===== config.mk =====
export PLATFORM = sky130hd
export DESIGN_NAME = key_debounce_fsm_flat
export DESIGN_NICKNAME = d
export VERILOG_FILES = /design/src/rtl/key_debounce_fsm_if.sv /design/src/rtl/key_debounce_fsm.sv /design/src/flat_wrapper.sv
export SDC_FILE = /design/constraint.sdc
export NUM_CORES = 1
export LEC_CHECK = 0
export CORE_MARGIN = 5
export CORE_UTILIZATION = 55
export DETAILED_ROUTE_END_ITERATION = 12
export GPL_TIMING_DRIVEN = 0
export PLACE_DENSITY = 0.76
export SLEW_MARGIN = 20
export SYNTH_ARGS = -nofsm -noshare
export SYNTH_HDL_FRONTEND = slang
export SYNTH_SLANG_ARGS = --single-unit

===== constraint.sdc =====
create_clock -name ext_clk_25m -period 5.2 [get_ports ext_clk_25m]
set_clock_uncertainty 0.1 [all_clocks]
set_input_delay 1.04 -clock ext_clk_25m [delete_from_list [all_inputs] [get_ports ext_clk_25m]]
set_output_delay 1.04 -clock ext_clk_25m [all_outputs]
set_load 0.02 [all_outputs]

===== src/rtl/key_debounce_fsm_if.sv =====
// -----------------------------------------------------------------------------
// key_debounce_fsm_if
//
// Purpose: groups the raw switch input and the debounced key event outputs of
//          key_debounce_fsm into one bundle.
//
// Signals:
//   SW         raw mechanical switch, asynchronous, active-low (0 = pressed)
//   key_level  debounced state, 1 = pressed
//   key_down   one-cycle pulse on accepted press
//   key_up     one-cycle pulse on accepted release
//   key_long   one-cycle pulse when a press reaches the long-press time
//   key_hold   level, high from key_long until the accepted release
//
// Modports:
//   master  the switch side / event consumer: drives SW, observes key events
//   slave   the debouncer itself: samples SW, drives key events
// -----------------------------------------------------------------------------
`timescale 1ns/1ps

interface key_debounce_fsm_if;

    logic SW;
    logic key_level;
    logic key_down;
    logic key_up;
    logic key_long;
    logic key_hold;

    modport master (
        output SW,
        input  key_level,
        input  key_down,
        input  key_up,
        input  key_long,
        input  key_hold
    );

    modport slave (
        input  SW,
        output key_level,
        output key_down,
        output key_up,
        output key_long,
        output key_hold
    );

endinterface : key_debounce_fsm_if


===== src/rtl/key_debounce_fsm.sv =====
// -----------------------------------------------------------------------------
// key_debounce_fsm
//
// Purpose: debounces one bouncy, active-low mechanical push button and turns
//          it into clean key events: a debounced level, press/release pulses,
//          a long-press pulse and a long-hold level.
//
// Parameters:
//   DEBOUNCE_CYC  consecutive stable cycles needed to accept a level change
//   LONG_CYC      cycles a debounced press must last to count as a long press
//   CNT_W         width of the shared counter; 2^CNT_W must exceed both
//                 DEBOUNCE_CYC and LONG_CYC
//
// Ports:
//   ext_clk_25m   system clock, all state on its rising edge
//   ext_rst_n     asynchronous active-low reset
//   key_if        key_debounce_fsm_if.slave: SW in, key_level / key_down /
//                 key_up / key_long / key_hold out
//
// Timing: SW crosses a 2-flop synchronizer (sw_s). The FSM and its event
// flags form stage p0; every output is re-registered in stage p1, so all
// outputs appear one edge after the FSM decision. With SW held low from
// sampling edge E, key_down and key_level rise at edge E+2+DEBOUNCE_CYC.
// -----------------------------------------------------------------------------
`timescale 1ns/1ps

module key_debounce_fsm #(
    parameter int DEBOUNCE_CYC = 500_000,
    parameter int LONG_CYC     = 25_000_000,
    parameter int CNT_W        = 25
) (
    input  logic               ext_clk_25m,
    input  logic               ext_rst_n,
    key_debounce_fsm_if.slave  key_if
);

    typedef enum logic [2:0] {
        IDLE       = 3'd0,
        PRESS_FILT = 3'd1,
        PRESSED    = 3'd2,
        LONG_HELD  = 3'd3,
        REL_FILT   = 3'd4
    } state_t;

    localparam logic [CNT_W-1:0] DEB_LAST  = CNT_W'(DEBOUNCE_CYC - 1);
    localparam logic [CNT_W-1:0] LONG_LAST = CNT_W'(LONG_CYC - 1);
    localparam logic [CNT_W-1:0] CNT_ONE   = CNT_W'(1);

    // Saturating increment: the counter must never wrap back to zero, even
    // if a threshold were somehow missed.
    function automatic logic [CNT_W-1:0] cnt_inc(input logic [CNT_W-1:0] c);
        return (&c) ? c : c + CNT_ONE;
    endfunction

    // Synchronizer flops (reset to the released level, 1)
    logic             sw_meta;
    logic             sw_s;

    // Stage p0: FSM state, shared counter, long-press flag, event flags
    state_t           state_p0;
    logic [CNT_W-1:0] cnt_p0;
    logic             long_flag_p0;
    logic             down_evt_p0;
    logic             up_evt_p0;
    logic             long_evt_p0;

    // Stage p1: registered outputs
    logic             key_level_p1;
    logic             key_down_p1;
    logic             key_up_p1;
    logic             key_long_p1;
    logic             key_hold_p1;

    always_ff @(posedge ext_clk_25m or negedge ext_rst_n) begin
        if (!ext_rst_n) begin
            sw_meta      <= 1'b1;
            sw_s         <= 1'b1;
            state_p0     <= IDLE;
            cnt_p0       <= '0;
            long_flag_p0 <= 1'b0;
            down_evt_p0  <= 1'b0;
            up_evt_p0    <= 1'b0;
            long_evt_p0  <= 1'b0;
            key_level_p1 <= 1'b0;
            key_down_p1  <= 1'b0;
            key_up_p1    <= 1'b0;
            key_long_p1  <= 1'b0;
            key_hold_p1  <= 1'b0;
        end else begin
            sw_meta <= key_if.SW;
            sw_s    <= sw_meta;

            // ---- stage p0 -> p1 boundary: outputs follow the FSM by one edge
            key_level_p1 <= (state_p0 == PRESSED) || (state_p0 == LONG_HELD) ||
                            (state_p0 == REL_FILT);
            key_hold_p1  <= long_flag_p0;
            key_down_p1  <= down_evt_p0;
            key_up_p1    <= up_evt_p0;
            key_long_p1  <= long_evt_p0;

            // ---- stage p0: FSM; event flags default low so each lasts one cycle
            down_evt_p0 <= 1'b0;
            up_evt_p0   <= 1'b0;
            long_evt_p0 <= 1'b0;

            case (state_p0)
                IDLE: begin
                    if (!sw_s) begin
                        state_p0 <= PRESS_FILT;
                        cnt_p0   <= CNT_ONE;
                    end else begin
                        cnt_p0   <= '0;
                    end
                end

                PRESS_FILT: begin
                    if (sw_s) begin
                        // Bounce before the press was accepted: drop it silently.
                        state_p0     <= IDLE;
                        cnt_p0       <= '0;
                        long_flag_p0 <= 1'b0;
                    end else if (cnt_p0 >= DEB_LAST) begin
                        state_p0    <= PRESSED;
                        cnt_p0      <= '0;
                        down_evt_p0 <= 1'b1;
                    end else begin
                        cnt_p0 <= cnt_inc(cnt_p0);
                    end
                end

                PRESSED: begin
                    if (sw_s) begin
                        state_p0 <= REL_FILT;
                        cnt_p0   <= CNT_ONE;
                    end else if (cnt_p0 >= LONG_LAST) begin
                        state_p0     <= LONG_HELD;
                        cnt_p0       <= '0;
                        long_flag_p0 <= 1'b1;
                        long_evt_p0  <= 1'b1;
                    end else begin
                        cnt_p0 <= cnt_inc(cnt_p0);
                    end
                end

                LONG_HELD: begin
                    if (sw_s) begin
                        state_p0 <= REL_FILT;
                        cnt_p0   <= CNT_ONE;
                    end else begin
                        cnt_p0 <= '0;
                    end
                end

                REL_FILT: begin
                    if (!sw_s) begin
                        // Release bounce: return to the held state. A short
                        // press restarts its long-press timing from zero.
                        state_p0 <= long_flag_p0 ? LONG_HELD : PRESSED;
                        cnt_p0   <= '0;
                    end else if (cnt_p0 >= DEB_LAST) begin
                        state_p0     <= IDLE;
                        cnt_p0       <= '0;
                        long_flag_p0 <= 1'b0;
                        up_evt_p0    <= 1'b1;
                    end else begin
                        cnt_p0 <= cnt_inc(cnt_p0);
                    end
                end

                default: begin
                    // Illegal encoding: recover to IDLE with every pulse low.
                    state_p0     <= IDLE;
                    cnt_p0       <= '0;
                    long_flag_p0 <= 1'b0;
                    key_down_p1  <= 1'b0;
                    key_up_p1    <= 1'b0;
                    key_long_p1  <= 1'b0;
                end
            endcase
        end
    end

    assign key_if.key_level = key_level_p1;
    assign key_if.key_down  = key_down_p1;
    assign key_if.key_up    = key_up_p1;
    assign key_if.key_long  = key_long_p1;
    assign key_if.key_hold  = key_hold_p1;

endmodule : key_debounce_fsm

===== src/flat_wrapper.sv =====
// flat-port wrapper written by rule: the top's interface ports become plain ports
module key_debounce_fsm_flat 
#(
    parameter int DEBOUNCE_CYC = 500_000,
    parameter int LONG_CYC     = 25_000_000,
    parameter int CNT_W        = 25
)
  (ext_clk_25m, ext_rst_n, key_if_SW, key_if_key_level, key_if_key_down, key_if_key_up, key_if_key_long, key_if_key_hold);
  key_debounce_fsm_if key_if_i ();
  input  logic ext_clk_25m;
  input  logic ext_rst_n;
  input wire logic [$bits(key_if_i.SW)-1:0] key_if_SW;
  output wire logic [$bits(key_if_i.key_level)-1:0] key_if_key_level;
  output wire logic [$bits(key_if_i.key_down)-1:0] key_if_key_down;
  output wire logic [$bits(key_if_i.key_up)-1:0] key_if_key_up;
  output wire logic [$bits(key_if_i.key_long)-1:0] key_if_key_long;
  output wire logic [$bits(key_if_i.key_hold)-1:0] key_if_key_hold;
  assign key_if_i.SW = key_if_SW;
  assign key_if_key_level = key_if_i.key_level;
  assign key_if_key_down = key_if_i.key_down;
  assign key_if_key_up = key_if_i.key_up;
  assign key_if_key_long = key_if_i.key_long;
  assign key_if_key_hold = key_if_i.key_hold;
  key_debounce_fsm #(.DEBOUNCE_CYC(DEBOUNCE_CYC), .LONG_CYC(LONG_CYC), .CNT_W(CNT_W)) u_core (.ext_clk_25m(ext_clk_25m), .ext_rst_n(ext_rst_n), .key_if(key_if_i));
endmodule

Yosys cells after proc, flatten, opt, wreduce, memory -nomap -nowiden. Cells that the tools add are included.

Bitwise gates (word level): 1. Reduce and logical (&&, ||, !) cells: 8. Equality and inequality tests: 14. $lt $le $gt $ge: 2. Add/sub/neg operators: 1. Multiplexer cells: 36.

Operators with widths (number): $mux W25 (6); $pmux W25 S5 (1); $add A25 B1 Y25 const B (1); $ge A25 B19 Y1 const B (1); $ge A25 B25 Y1 const B (1); $reduce_and A25 Y1 (1); $mux W3 (8); $mux W1 (19); $pmux W3 S5 (1); $ne A2 B2 Y1 const B (4); $eq A3 B2 Y1 const B (2); $ne A2 B1 Y1 const B (3); $reduce_and A6 Y1 (1); $reduce_and A5 Y1 (1); $reduce_or A5 Y1 (1); $pmux W1 S4 (1); $eq A3 B1 Y1 const B (1); $eq A3 B3 Y1 const B (1); $logic_not A3 Y1 (1); $ne A3 B1 Y1 const B (1); $ne A3 B2 Y1 const B (1); $ne A3 B3 Y1 const B (1); $logic_or A1 B1 Y1 (2); $reduce_or A2 Y1 (1); $not A1 Y1 (1).

Flip-flop bits (word level): 39. Input port bits: 3. Logic and storage cells: 75. Output and inout bits: 5.

Depth between registers and ports, before layout.
Word-level depth: 5. Gate-level depth with buffers: 7. Mapped depth without buffers: 6.

Least setup slack after synthesis. Ideal clock, no wire load.

Kind: flip-flop to flip-flop. Start point: register u_core.cnt_p0[15]. End point: register u_core.cnt_p0[10]. Data required time: 4.974 ns. Arrival: 1.789 ns. Period minus slack after synthesis: 2.015 ns. Buffers on the path: 2. Slack: 3.185 ns. Library setup time: 0.126 ns. Stages on the path, launching flop included: 8. Path through: dfrtp_1 buf_2 or4_1 nor4_1 o41ai_2 nand4_2 buf_2 a21oi_1.

Longest elaborated chain between the ends: 5. Elaborated cells between the ends (all ways): 10. Those cells by class: order compare: 2; mux: 7; reduce/logical: 1.

RTL lines: start: declaration (line key_debounce_fsm.sv:61) `logic [CNT_W-1:0] cnt_p0;`; start signal: assignment (line key_debounce_fsm.sv:127) `cnt_p0 <= cnt_inc(cnt_p0);`; start signal: assignment (line key_debounce_fsm.sv:141) `cnt_p0 <= cnt_inc(cnt_p0);`; start signal: assignment (line key_debounce_fsm.sv:166) `cnt_p0 <= cnt_inc(cnt_p0);`; branches (longest 4 deep; another with $ge A25 B19 Y1); $pmux W25 S5 (*) (line key_debounce_fsm.sv:106) `case (state_p0)`.

Mark *: on every way between the ends. A chain may end at the register's enable or synchronous reset.

Worst setup path in the final report.
Start point: register u_core.cnt_p0[19]. End point: register u_core.cnt_p0[2].

Same word-level chain as after synthesis.

==> flow_metrics.tcl <==
set metrics [dict create \
    hold_path.startpoint "u_core.sw_meta$_DFF_PN1_" \
    cts-htree-levels 2 \
    remaining_drc_errors 0 \
    post_cts_resized 0 \
    grt_pass1_vias 1655 \
    cts-buffers-inserted 5 \
    seq_area_um2 978 \
    crit_path_max_fanout 10 \
    antenna_found_initial 0 \
    arrival_ns 2.44 \
    wirelength_um 4620 \
    dieHeight_um 73.6 \
    multi_input_area_um2 1150 \
    ys_ff_latch 39 \
    synth_top_area_share_pct 41.7 \
    antenna-diode-count 0 \
    syn_area_um2 2220 \
    stdcell_count 297 \
    setup_slack_ns 2.84 \
    async_reset_ff_share_pct 100 \
    place_inst 289 \
    cts_tree "yes" \
    period_share_pct 45.5 \
    fmax_mhz 423 \
    drive_above_1_share_pct 15.0 \
    syn_avg_cell_area_um2 9.62 \
    min_path_cells 0 \
    drv_slew 0 \
    setup_viol 0 \
    place_congestion 0.869 \
    ys_seq_area_share_pct 44.0 \
    vias 1813 \
    die-width_um 73.6 \
    io_pins 8 \
    drt_first_pass_iters 4 \
    reg2regPathDepth 6 \
    syn_nets 235 \
    fin_tns_setup_ns 0 \
    ff2ff_setup_slack_ns 2.84 \
    ant_nets 0 \
    nets 250 \
    clock_latency_ns 0.29 \
    io_buffers 7 \
    cts_sinks 39 \
    dp_hpwl_um 3360 \
    row_count 23 \
    grt_usage_pct 19.3 \
    status "finished, final reports clean" \
    die_area_um2 5410 \
    max_slew_margin_pct 55.4 \
    pre_cts_slack_ns 2.86 \
    crit_required_ns 5.27 \
    r2r-start "u_core.cnt_p0[19]$_DFF_PN0_" \
    fillCellCount 341 \
    fin_crit_ns 2.36 \
    hold_path_end "u_core.sw_s$_DFF_PN1_" \
    clock_path_buffers 2 \
    start_util_pct 56.0 \
    grt_overflow 0 \
    synth_edf_count 0 \
    slowest_stage "nor4_2" \
    grt_max_degree 21 \
    cts_setup_buffers 0 \
    maxCapViolCount 0 \
    root_buffer "clkbuf_8" \
    endpoint_kind "flip-flop" \
    vdd.ir_drop.worst_mv 0.137 \
    routedWlPerCell_um 15.6 \
    synth_area_leaders "dfrtp_1 (42%), a21oi_1 (6.8%), xnor2_1 (4.7%)" \
    yosysUniqueCellTypes 50 \
    rsz0062_at_grt "false" \
    synth_cells 231 \
    path_cells "nand4_1 > nor4_2 > buf_2 > a21boi_0 > xnor2_1 > a21oi_1" \
    routed_via_density 6.10 \
    hold_viol_final 0 \
    p_per_area_nw_per_um2 220 \
    power_leakage_nw 0.953 \
    syn_to_final_growth_pct 11.0 \
    criticalPathCategory "reg2reg" \
    core_area_um2 3970 \
    yosys.area.top_type "dfrtp_1" \
    grt_pass1_wl_um 7980 \
    path_clk_slew_ns 0.08 \
    critPathLaunchType "flip-flop" \
    ctsHoldBuffers 0 \
    tightest_slew_ns 0.663 \
    synthFlopType "dfrtp_1" \
    min_path_type "reg2reg" \
    drt_iter0_drc 147 \
    synth_warnings 0 \
    reg2reg_to "u_core.cnt_p0[2]$_DFF_PN0_" \
    cp_slowest_stage_delay_ns 0.62 \
]
[sequential cells by signal, summed over array words and instances (netlist names)]
register / count
u_core.sw_s: 1
u_core.cnt_p0: 25
u_core.key_if.key_down: 1
u_core.up_evt_p0: 1
u_core.key_if.key_hold: 1
u_core.key_if.key_level: 1
u_core.key_if.key_long: 1
u_core.down_evt_p0: 1
u_core.key_if.key_up: 1
u_core.state_p0: 3
u_core.long_flag_p0: 1
u_core.long_evt_p0: 1
u_core.sw_meta: 1
[critical path: cells and delay by family (launching register included)]
kind | cells | cell delay, ns
compound gates | 2 | 0.22
xor+xnor | 1 | 0.18
buf+inv | 1 | 0.35
flops | 1 | 0.44
simple gates | 2 | 0.94
[power breakdown]
part	internal, mW	leakage [nW]	switching [mW]
sequential	0.307	0.535	0.00438
clock	0.0932	0.0402	0.107
combinational	0.0115	0.378	0.0195
[through the flow]
step | util [%] | hold WS [ns] | cell area (µm²) | power, mW
after CTS | 62.1 | 0.269 | 2470 | 0.550
after global routing | 62.1 | 0.277 | 2470 | 0.570
final | 62.1 | 0.268 | 2470 | 0.543
after detailed placement | 59.9 | 0.258 | 2380 | 0.349
after floorplan | - | 0.245 | 2220 | 0.334
after global placement | 59.3 | 0.246 | 2350 | 0.346
[layer usage]
metal  track usage, %  share of wire (%)  vias up
met1             26.9                 48      863
li1                 -                  -      903
met4             6.64                1.8        0
met3             4.92                5.2        7
met2             29.0                 45       40
met5                0                  0        -
[placed cells by master, fill, tap and decap left out, types with 3 or more instances in the layout]
master / synthesis / layout
nor4_1: 6 / 6
xor2_1: 6 / 6
and2_1: 5 / 5
inv_1: 5 / 5
nand2_1: 14 / 14
and4_1: 3 / 3
o21ai_0: 9 / 9
clkdlybuf4s50_1: 0 / 6
clkbuf_1: 3 / 3
nand3_1: 12 / 12
and3_1: 3 / 3
dfrtp_1: 37 / 37
nor2_1: 11 / 11
nor3_1: 3 / 3
xnor2_1: 12 / 12
or4_1: 5 / 5
a211oi_1: 4 / 4
nand4_1: 9 / 9
a21oi_2: 3 / 3
a21oi_1: 30 / 30
nor4_2: 4 / 4
buf_2: 8 / 9
clkbuf_8: 0 / 5
[cells by family (layout without fill, tap and decap cells)]
group                    Yosys count  count (layout)  synth area share, %
multiplexers                       1               1                0.450
flip-flops                        39              39                 44.0
buffers and inverters             19              35                 4.34
XOR/XNOR                          18              18                 7.09
AO/OA/AOI/OAI                     67              67                 19.7
AND/OR/NAND/NOR                   86              86                 23.8
adder cells (fa/ha/maj)            1               1                0.563
[cell usage after synthesis, drive strengths merged (3+ instances only)]
cell type   n
nand4      11
nand3      12
clkbuf      3
nor2       11
xnor2      12
xor2        6
and3        3
o21ai       9
and2        5
nor4       10
nor3        3
or4         6
inv         5
nand2      14
a21oi      33
and4        3
a211oi      4
dfrtp      37
buf        11
[layout make-up]
cell class / count / share of cell area (%)
clock buffers: 5 / 2.79
repair buffers: 8 / 3.75
inverters: 5 / 0.761
well taps: 50 / 2.54
flip-flops and latches: 39 / 39.7
clock inverters: 3 / 0.812
plain buffers: 14 / 3.15
multi-input cells: 173 / 46.5
[worst max path at each step]
stage | slack [ns] | from | end
floorplan | 3.18 | u_core.cnt_p0[15]$_DFF_PN0_ | u_core.cnt_p0[10]$_DFF_PN0_
global placement | 2.10 | ext_rst_n | u_core.state_p0[1]$_DFFE_PN0P_
detailed placement | 2.86 | u_core.cnt_p0[0]$_DFF_PN0_ | u_core.cnt_p0[2]$_DFF_PN0_
CTS | 2.82 | u_core.key_if.key_long$_DFF_PN0_ | key_if_key_long
global route | 2.62 | u_core.cnt_p0[0]$_DFF_PN0_ | u_core.cnt_p0[2]$_DFF_PN0_
finish | 2.84 | u_core.cnt_p0[19]$_DFF_PN0_ | u_core.cnt_p0[2]$_DFF_PN0_
Note: power is estimated with default switching activity, not from simulation.
